## src/rtl/spi_pkg.sv

```systemverilog
// Shared types and constants for the SPI master controller.
package spi_pkg;

  localparam int FRAME_BITS = 10;
  localparam int DATA_BITS  = 8;

  // Command field carried in the two MSBs of every frame
  typedef enum logic [1:0] {
    WRITE_ADDR = 2'b00,
    WRITE_DATA = 2'b01,
    READ_ADDR  = 2'b10,
    READ_DATA  = 2'b11
  } cmd_e;

  // Controller sequencing states
  typedef enum logic [2:0] {
    ST_IDLE  = 3'd0,
    ST_CMD   = 3'd1,
    ST_SHIFT = 3'd2,
    ST_TURN  = 3'd3,
    ST_RECV  = 3'd4,
    ST_GAP   = 3'd5
  } state_e;

  // Only READ_DATA frames continue into a receive phase after the command bits
  function automatic logic has_recv(input cmd_e cmd);
    return (cmd == READ_DATA);
  endfunction

endpackage

```

## src/rtl/spi_master_shifter.sv

```systemverilog
// Transmit (frame) and receive (byte) shift registers for the SPI master.
// Exposes next-state views so the controller can register its pin outputs
// without adding a cycle of latency.
module spi_master_shifter
  import spi_pkg::*;
(
  input  logic                  clk,
  input  logic                  rst_n,
  input  logic                  load,
  input  logic [FRAME_BITS-1:0] load_frame,
  input  logic                  tx_shift,
  input  logic                  rx_shift,
  input  logic                  miso,
  output logic                  tx_msb_next,
  output logic [DATA_BITS-1:0]  rx_next
);

  logic [FRAME_BITS-1:0] tx_r;
  logic [FRAME_BITS-1:0] tx_next_s;
  logic [DATA_BITS-1:0]  rx_r;
  logic [DATA_BITS-1:0]  rx_next_s;

  // Next transmit/receive contents: load wins, otherwise shift MSB-first when enabled
  always_comb begin
    tx_next_s = tx_r;
    rx_next_s = rx_r;
    if (load) begin
      tx_next_s = load_frame;
    end else if (tx_shift) begin
      tx_next_s = {tx_r[FRAME_BITS-2:0], 1'b0};
    end else begin
      tx_next_s = tx_r;
    end
    if (rx_shift) begin
      rx_next_s = {rx_r[DATA_BITS-2:0], miso};
    end else begin
      rx_next_s = rx_r;
    end
  end

  // Shift register state, cleared by synchronous reset
  always_ff @(posedge clk) begin
    if (!rst_n) begin
      tx_r <= {FRAME_BITS{1'b0}};
      rx_r <= {DATA_BITS{1'b0}};
    end else begin
      tx_r <= tx_next_s;
      rx_r <= rx_next_s;
    end
  end

  assign tx_msb_next = tx_next_s[FRAME_BITS-1];
  assign rx_next     = rx_next_s;

endmodule

```

## src/rtl/spi_master_ctrl.sv

```systemverilog
// SPI master controller: accepts one 10-bit command frame at a time, shifts
// it out MSB first, optionally receives a byte (READ_DATA), then holds SS_n
// high for GAP cycles. All pin outputs are registered from next-state decode.
// TURNAROUND and GAP are expected in the range 0..16 (4-bit counter).
module spi_master_ctrl
  import spi_pkg::*;
#(
  parameter int TURNAROUND = 2,
  parameter int GAP        = 1
) (
  input  logic                 clk,
  input  logic                 rst_n,
  input  logic                 req_valid,
  output logic                 req_ready,
  input  logic [1:0]           req_cmd,
  input  logic [DATA_BITS-1:0] req_data,
  output logic                 rsp_valid,
  output logic [DATA_BITS-1:0] rsp_data,
  output logic                 busy,
  output logic                 SS_n,
  output logic                 MOSI,
  input  logic                 MISO
);

  localparam logic [3:0] SHIFT_LOAD = 4'(FRAME_BITS - 1);
  localparam logic [3:0] RECV_LOAD  = 4'(DATA_BITS - 1);
  localparam logic [3:0] TURN_LOAD  = (TURNAROUND > 0) ? 4'(TURNAROUND - 1) : 4'd0;
  localparam logic [3:0] GAP_LOAD   = (GAP > 0) ? 4'(GAP - 1) : 4'd0;
  localparam state_e     AFTER_TX   = (GAP > 0) ? ST_GAP : ST_IDLE;
  localparam state_e     AFTER_CMD  = (TURNAROUND > 0) ? ST_TURN : ST_RECV;

  state_e              state_r;
  state_e              state_next_s;
  cmd_e                cmd_r;
  logic [3:0]          cnt_r;
  logic                accept_s;
  logic                rsp_fire_s;
  logic                tx_msb_next_s;
  logic [DATA_BITS-1:0] rx_next_s;
  logic                ss_n_s;
  logic                mosi_s;
  logic                ss_n_r;
  logic                mosi_r;
  logic                ready_r;
  logic                busy_r;
  logic                rsp_valid_r;
  logic [DATA_BITS-1:0] rsp_data_r;

  assign accept_s   = req_valid & ready_r;
  assign rsp_fire_s = (state_r == ST_RECV) && (cnt_r == 4'd0);

  spi_master_shifter u_shifter (
    .clk         (clk),
    .rst_n       (rst_n),
    .load        (accept_s),
    .load_frame  ({req_cmd, req_data}),
    .tx_shift    (state_r == ST_SHIFT),
    .rx_shift    (state_r == ST_RECV),
    .miso        (MISO),
    .tx_msb_next (tx_msb_next_s),
    .rx_next     (rx_next_s)
  );

  // State register, latched command and per-state countdown (reloaded on every state entry)
  always_ff @(posedge clk) begin
    if (!rst_n) begin
      state_r <= ST_IDLE;
      cmd_r   <= WRITE_ADDR;
      cnt_r   <= 4'd0;
    end else begin
      state_r <= state_next_s;
      if (accept_s) begin
        cmd_r <= cmd_e'(req_cmd);
      end else begin
        cmd_r <= cmd_r;
      end
      if (state_next_s != state_r) begin
        case (state_next_s)
          ST_SHIFT: cnt_r <= SHIFT_LOAD;
          ST_TURN:  cnt_r <= TURN_LOAD;
          ST_RECV:  cnt_r <= RECV_LOAD;
          ST_GAP:   cnt_r <= GAP_LOAD;
          default:  cnt_r <= 4'd0;
        endcase
      end else if (cnt_r != 4'd0) begin
        cnt_r <= cnt_r - 4'd1;
      end else begin
        cnt_r <= cnt_r;
      end
    end
  end

  // Next-state decode; each timed state exits when its countdown reaches zero
  always_comb begin
    state_next_s = state_r;
    case (state_r)
      ST_IDLE: begin
        if (accept_s) state_next_s = ST_CMD;
        else          state_next_s = ST_IDLE;
      end
      ST_CMD: begin
        state_next_s = ST_SHIFT;
      end
      ST_SHIFT: begin
        if (cnt_r != 4'd0)        state_next_s = ST_SHIFT;
        else if (has_recv(cmd_r)) state_next_s = AFTER_CMD;
        else                      state_next_s = AFTER_TX;
      end
      ST_TURN: begin
        if (cnt_r != 4'd0) state_next_s = ST_TURN;
        else               state_next_s = ST_RECV;
      end
      ST_RECV: begin
        if (cnt_r != 4'd0) state_next_s = ST_RECV;
        else               state_next_s = AFTER_TX;
      end
      ST_GAP: begin
        if (cnt_r != 4'd0) state_next_s = ST_GAP;
        else               state_next_s = ST_IDLE;
      end
      default: begin
        state_next_s = ST_IDLE;
      end
    endcase
  end

  // Pin values for the state being entered; CMD repeats the frame MSB before SHIFT sends it
  always_comb begin
    ss_n_s = 1'b1;
    mosi_s = 1'b0;
    case (state_next_s)
      ST_CMD, ST_SHIFT: begin
        ss_n_s = 1'b0;
        mosi_s = tx_msb_next_s;
      end
      ST_TURN, ST_RECV: begin
        ss_n_s = 1'b0;
        mosi_s = 1'b0;
      end
      default: begin
        ss_n_s = 1'b1;
        mosi_s = 1'b0;
      end
    endcase
  end

  // Registered outputs; reset forces the bus idle and drops any in-flight response
  always_ff @(posedge clk) begin
    if (!rst_n) begin
      ss_n_r      <= 1'b1;
      mosi_r      <= 1'b0;
      ready_r     <= 1'b0;
      busy_r      <= 1'b0;
      rsp_valid_r <= 1'b0;
      rsp_data_r  <= {DATA_BITS{1'b0}};
    end else begin
      ss_n_r      <= ss_n_s;
      mosi_r      <= mosi_s;
      ready_r     <= (state_next_s == ST_IDLE);
      busy_r      <= (state_next_s != ST_IDLE);
      rsp_valid_r <= rsp_fire_s;
      if (rsp_fire_s) begin
        rsp_data_r <= rx_next_s;
      end else begin
        rsp_data_r <= rsp_data_r;
      end
    end
  end

  assign SS_n      = ss_n_r;
  assign MOSI      = mosi_r;
  assign req_ready = ready_r;
  assign busy      = busy_r;
  assign rsp_valid = rsp_valid_r;
  assign rsp_data  = rsp_data_r;

endmodule

```

## config.mk

```make
export PLATFORM = sky130hd
export DESIGN_NAME = spi_master_ctrl
export DESIGN_NICKNAME = d
export VERILOG_FILES = /design/src/rtl/spi_pkg.sv /design/src/rtl/spi_master_shifter.sv /design/src/rtl/spi_master_ctrl.sv
export SDC_FILE = /design/constraint.sdc
export NUM_CORES = 1
export LEC_CHECK = 0
export ABC_AREA = 1
export CORE_MARGIN = 1
export CORE_UTILIZATION = 55
export DETAILED_ROUTE_END_ITERATION = 8
export PLACE_DENSITY = 0.85
export SETUP_SLACK_MARGIN = 0.05
export SLEW_MARGIN = 20
export SYNTH_ARGS = -nofsm -noshare
export SYNTH_HDL_FRONTEND = slang
export SYNTH_SLANG_ARGS = --single-unit
```

## constraint.sdc

```tcl
create_clock -name clk -period 3.68 [get_ports clk]
set_clock_uncertainty 0.2 [all_clocks]
set_input_delay 0.736 -clock clk [delete_from_list [all_inputs] [get_ports clk]]
set_output_delay 0.736 -clock clk [all_outputs]
set_load 0.03 [all_outputs]
```

==> out/metrics.cfg, run 1 <==
[clock_tree]
hold_buffers = 0
cts_resized = 0
clockBufferDepth = 2
root_buffer = clkbuf_4
cts_setup_buffers = 0
clock_sinks = 39
cts_tree = done
cts_buffers = 5
clkTransAtPathRegs_ps = 130
clock_latency_ps = 350
h-tree-depth = 2

[logic_synthesis]
synth.distinct_cells = 26
synth_xor_area_share_pct = 1.10
ys_warn_count = 0
avgSynthCellArea_um2 = 7.36
syn_area_um2 = 1600
syn_nets = 232
synth_top_family_by_area = simple AND/OR/NAND/NOR gates
syn_inst = 217
seq_area_frac_synth_pct = 48.9
synth_compound_area_share_pct = 11.7
ys_ff_latch = 39
synth_fa_ha_area_share_pct = 0.784
synth_mux_area_share_pct = 0
synthSimpleGateAreaFrac_pct = 32.5

[power]
p_comb_share_pct = 44.6
p_sw_share_pct = 42.7
irDropWorstVdd_uv = 691
pwr-share-clk_pct = 15.7
internal_power_uw = 797
power_density_nw_per_um2 = 720
pwr-share-seq_pct = 39.7
p_leak_uw = 0.000779
p_sw_uw = 592

[route]
wl_per_cell_um = 10.9
ant_nets = 0
drt-total-wl_um = 3010
dr.pass1.iters = 4
highest_layer = met4
drt-initial-drc-count = 29
routed-wl-met2_um = 1440
wl_met3_um = 109
drcViolationCount = 0
m1WireLength_um = 1400
avgViaCountPerCell = 5.26
vias = 1453

[cells_and_area]
final_cells = 276
nFillCells = 249
mostFrequentLayoutCell = nand2_1
stdcell_area_um2 = 1930
syn_to_final_growth_pct = 20.8
final_util_pct = 70.0
diodes = 0
final_cell_mix = nand2_1, dfxtp_1, nor2_1, clkdlybuf4s50_1, nand3_1
multi_input_area_um2 = 736
register_area_um2 = 781
nets = 259
drive_above_1_share_pct = 9.80

[min_path]
hold_depth = 2
min_path_type = reg -> reg
holdPathEnd = rsp_data[7]$_SDFFE_PN0P_
min_from = u_shifter.rx_r[6]$_SDFF_PN0_

[worst_setup_path]
r2r-start = cnt_r[0]$_SDFFE_PN0P_
worstReg2RegEnd = cnt_r[0]$_SDFFE_PN0P_
worstSetupPathType = in -> reg
reg2reg_depth = 12
critPathRequiredTime_ps = 3720
reg2reg_slack_ps = 1730
critPathMaxFanout = 14
cp-end-kind = register
critPathLaunchType = input pin
arrival_ps = 2410

[place]
gp_congestion = 0.832
dp_hpwl_um = 2150
dp_cells = 268
port_buffers = 26
placed_cell_area_um2 = 1870

[sta]
hold_ws_ps = 259
finalSetupTns_ps = 0
drv_slew = 0
grt_setup_unrepaired = no
fin_crit_sh_pct = 64.4
tightest_slew_ps = 699
fmax_ghz = 0.422
post-route-min-period_ps = 2370
hold_violations = 0
relSlewSlack_pct = 53.3
setup_violations = 0

[flow_run]
maxCapViolations = 0

[floorplan]
floorplan.rows = 19
die-width_um = 55.9
ios = 27
dieHeight_um = 55.9
die-area_um2 = 3120
initial_utilization_pct = 57.9
core-area_um2 = 2760

[grt]
grt_pass1_vias = 1241
grt_use_total_pct = 21.5
grt_pass1_wl_um = 5270
grt_max_degree = 22
overflow = 0
antenna_found_initial = 0

[outcome]
status = complete, no violations

[layer usage]
layer	vias up	GRT usage, %
met5	-	0
met4	0	5.23
met3	6	6.98
met2	36	34.8
met1	656	28.2
li1	755	-
[sequential cells by signal, indices dropped and copies added (netlist names)]
register / count
cmd_r: 2
u_shifter.tx_r: 10
req_ready: 1
rsp_data: 8
SS_n: 1
busy: 1
cnt_r: 4
rsp_valid: 1
state_r: 3
MOSI: 1
u_shifter.rx_r: 7
[critical path, stage by stage]
cell             delay [ps]
clkdlybuf4s50_1         450
nand2_1                 260
nor2_1                  170
nand2_1                  90
nand2_1                  70
nor2_1                   40
nand2_1                 100
nand2_1                  80
nand2_2                 100
nand2_2                  70
nand2_1                  70
nand2_1                  50
nor2_1                   80
nor2_1                   40
[synthesized netlist by cell type]
cell,number,area [um2]
a21oi_2,1,8.76
nor3_1,2,10.0
inv_2,6,22.5
xnor2_1,2,17.5
o21a_1,1,7.51
a31oi_1,9,56.3
ha_1,1,12.5
nor2_4,2,22.5
buf_2,1,5.00
nor2_2,1,6.26
nand3_2,1,10.0
clkinv_1,2,7.51
inv_1,7,26.3
clkbuf_1,3,11.3
a21oi_1,5,25.0
nand2_1,56,210
o21ai_1,3,15.0
a211oi_1,1,7.51
buf_1,2,7.51
o21bai_1,1,7.51
o21ai_2,1,8.76
dfxtp_1,39,781
o21ai_0,10,50.1
nand3_1,20,100
nand2_2,4,25.0
nor2_1,36,135
[per-stage QoR]
stage          setup WS [ps]  power, uW
2_1_floorplan           1780       1040
3_3_place_gp             947       1170
3_5_place_dp             957       1180
4_1_cts                 1320       1400
5_1_grt                 1120       1510
6_report                1310       1390
[power groups by stage]
| stage | registers (uW) | clock network [uW] | logic, uW |
|---|---|---|---|
| 4_1_cts | 551 | 224 | 623 |
| 5_1_grt | 561 | 239 | 713 |
| 6_report | 551 | 218 | 620 |
| 2_1_floorplan | 584 | 0 | 457 |
| 3_3_place_gp | 558 | 0 | 611 |
| 3_5_place_dp | 560 | 0 | 621 |
[logic make-up (layout without fill, tap and decap cells)]
family / count (synthesis) / in the layout
buf+inv: 21 / 49
xor+xnor: 2 / 2
compound gates: 32 / 32
fa+ha+maj: 1 / 1
flops: 39 / 39
simple gates: 122 / 122
[worst max-delay path by stage]
stage	start	endpoint	slack [ps]	cells after the start
2_1_floorplan	req_valid	cnt_r[1]$_SDFFE_PN0P_	1780	12
3_3_place_gp	req_valid	cnt_r[0]$_SDFFE_PN0P_	950	14
3_5_place_dp	req_valid	cnt_r[0]$_SDFFE_PN0P_	960	14
4_1_cts	req_valid	cnt_r[0]$_SDFFE_PN0P_	1320	14
5_1_grt	req_valid	cnt_r[0]$_SDFFE_PN0P_	1120	14
6_report	req_valid	cnt_r[0]$_SDFFE_PN0P_	1310	14
[cell type report]
| type | count | share of cell area [%] |
|---|---|---|
| tap | 31 | 2.01 |
| timing repair buffer | 26 | 13.5 |
| sequential | 39 | 40.5 |
| clock inverter | 3 | 1.04 |
| clock buffer | 5 | 1.95 |
| multi-input combinational | 157 | 38.1 |
| inverter | 15 | 2.92 |
No activity file was read; power rests on OpenSTA's default activity.
==> run 2: changes to the inputs <==
- CORE_UTILIZATION: 55 -> 51
- PLACE_DENSITY: 0.85 -> 0.8
- clock period: 3.68 -> 2.2 ns (I/O delays scaled with it)
==> out/metrics.cfg, run 2 (synthesis gave the netlist of run 1 again) <==
[outcome]
status = finished, violations left
violations = DRC

[sta]
post-route-min-period_ps = 2020
tightest_slew_ps = 559
hold_violations = 0
finalSetupTns_ps = 0
relSlewSlack_pct = 62.7
drv_slew = 0
grt_setup_unrepaired = no
setup_violations = 0
fin_crit_sh_pct = 91.9
fmax_ghz = 0.494

[route]
wl_per_cell_um = 10.8
drt-total-wl_um = 3020
vias = 1456
drt-initial-drc-count = 52
drcViolationCount = 2
avgViaCountPerCell = 5.18
dr.pass1.iters = 6
ant_nets = 0

[clock_tree]
cts_tree = done
clock_latency_ps = 340
clockBufferDepth = 2
cts_setup_buffers = 0
clkTransAtPathRegs_ps = 120
clock_sinks = 39
hold_buffers = 0
cts_buffers = 5
h-tree-depth = 2
root_buffer = clkbuf_4
cts_resized = 0

[floorplan]
initial_utilization_pct = 56.0
ios = 27
dieHeight_um = 58.0
floorplan.rows = 19
die-area_um2 = 3360
die-width_um = 58.0
core-area_um2 = 2850

[place]
gp_congestion = 0.800
dp_hpwl_um = 2170
port_buffers = 26

[worst_setup_path]
cp_cell_sequence = clkdlybuf4s50_1
worstSetupPathType = reg -> out
reg2reg_depth = 11
cp-end-kind = output port
cp_num_buf_inv = 1
crit_family = buffers and inverters
cp.depth = 1
critPathMaxStageDelay_ps = 670
critPathMaxFanout = 2
slowest_stage = clkdlybuf4s50_1
arrival_ps = 1380
critPathRequiredTime_ps = 1560
critPathLaunchType = register

[cells_and_area]
mostFrequentLayoutCell = nand2_1
max_flop_register = u_shifter.tx_r
drive_above_1_share_pct = 11.6
final_cell_mix = nand2_1, dfxtp_1, nor2_1, clkdlybuf4s50_1, nand3_1
syn_to_final_growth_pct = 23.2
nets = 264
largest_register_ffs = 10
diodes = 0

[grt]
grt_max_degree = 17
antenna_found_initial = 0
grt_pass1_vias = 1230
grt_use_total_pct = 20.5
overflow = 0
grt_pass1_wl_um = 5310

[power]
power_density_nw_per_um2 = 1190
irDropWorstVdd_uv = 783
finalPower_uw = 2340
p_leak_uw = 0.000803

[min_path]
min_path_type = reg -> reg
hold_depth = 2

[flow_run]
maxCapViolations = 0

## run 2: power by group
group          switching, uW  leakage (uW)  total [uW]  internal (uW)
Combinational            669      0.000458        1060            389
Sequential              81.3      0.000317         920            838
Clock                    242     0.0000272         364            122
Total                    993      0.000803        2340           1350
## run 2: layout make-up
class                           instances  area [um2]
Fill cell                             263         886
Sequential cell                        39         781
Multi-Input combinational cell        157         736
Timing Repair Buffer                   31         298
Inverter                               15        56.3
Tap cell                               31        38.8
Clock buffer                            5        37.5
Clock inverter                          3        20.0
## run 2: worst register-to-register path, delay by kind of cell (launching register included)
kind | cells | cell delay [ps]
compound gates | 1 | 170
buf+inv | 1 | 150
flops | 1 | 440
simple gates | 9 | 900
## run 2: metal layers
layer	vias to the layer above	global-route usage, %	share of wire, %	wire length, um
met2	36	32.5	46	1380
met3	4	4.69	4.5	136
met4	0	8.16	1.2	35
li1	769	-	-	-
met5	-	0	0	0
met1	647	27.2	49	1470
## run 2: per-stage QoR
stage               setup slack, ps  cell area, um2  hold slack [ps]  cells  util [%]
CTS                             167            1970              267    281      68.9
floorplan                       453            1600              220    217         -
detailed placement             67.8            1910              249    273      66.9
finish                          177            1970              272    281      68.9
global route                   52.6            1970              291    281      68.9
global placement                137            1910              232    273      66.9
## run 2: final timing paths
path / slack (ps) / to / start
worst max-delay path: 180 / rsp_data[1] / rsp_data[1]$_SDFFE_PN0P_
worst min-delay path: 270 / rsp_data[7]$_SDFFE_PN0P_ / u_shifter.rx_r[6]$_SDFF_PN0_
worst min register to register: 270 / rsp_data[7]$_SDFFE_PN0P_ / u_shifter.rx_r[6]$_SDFF_PN0_
worst max register to register: 240 / cnt_r[1]$_SDFFE_PN0P_ / state_r[1]$_SDFF_PN0_
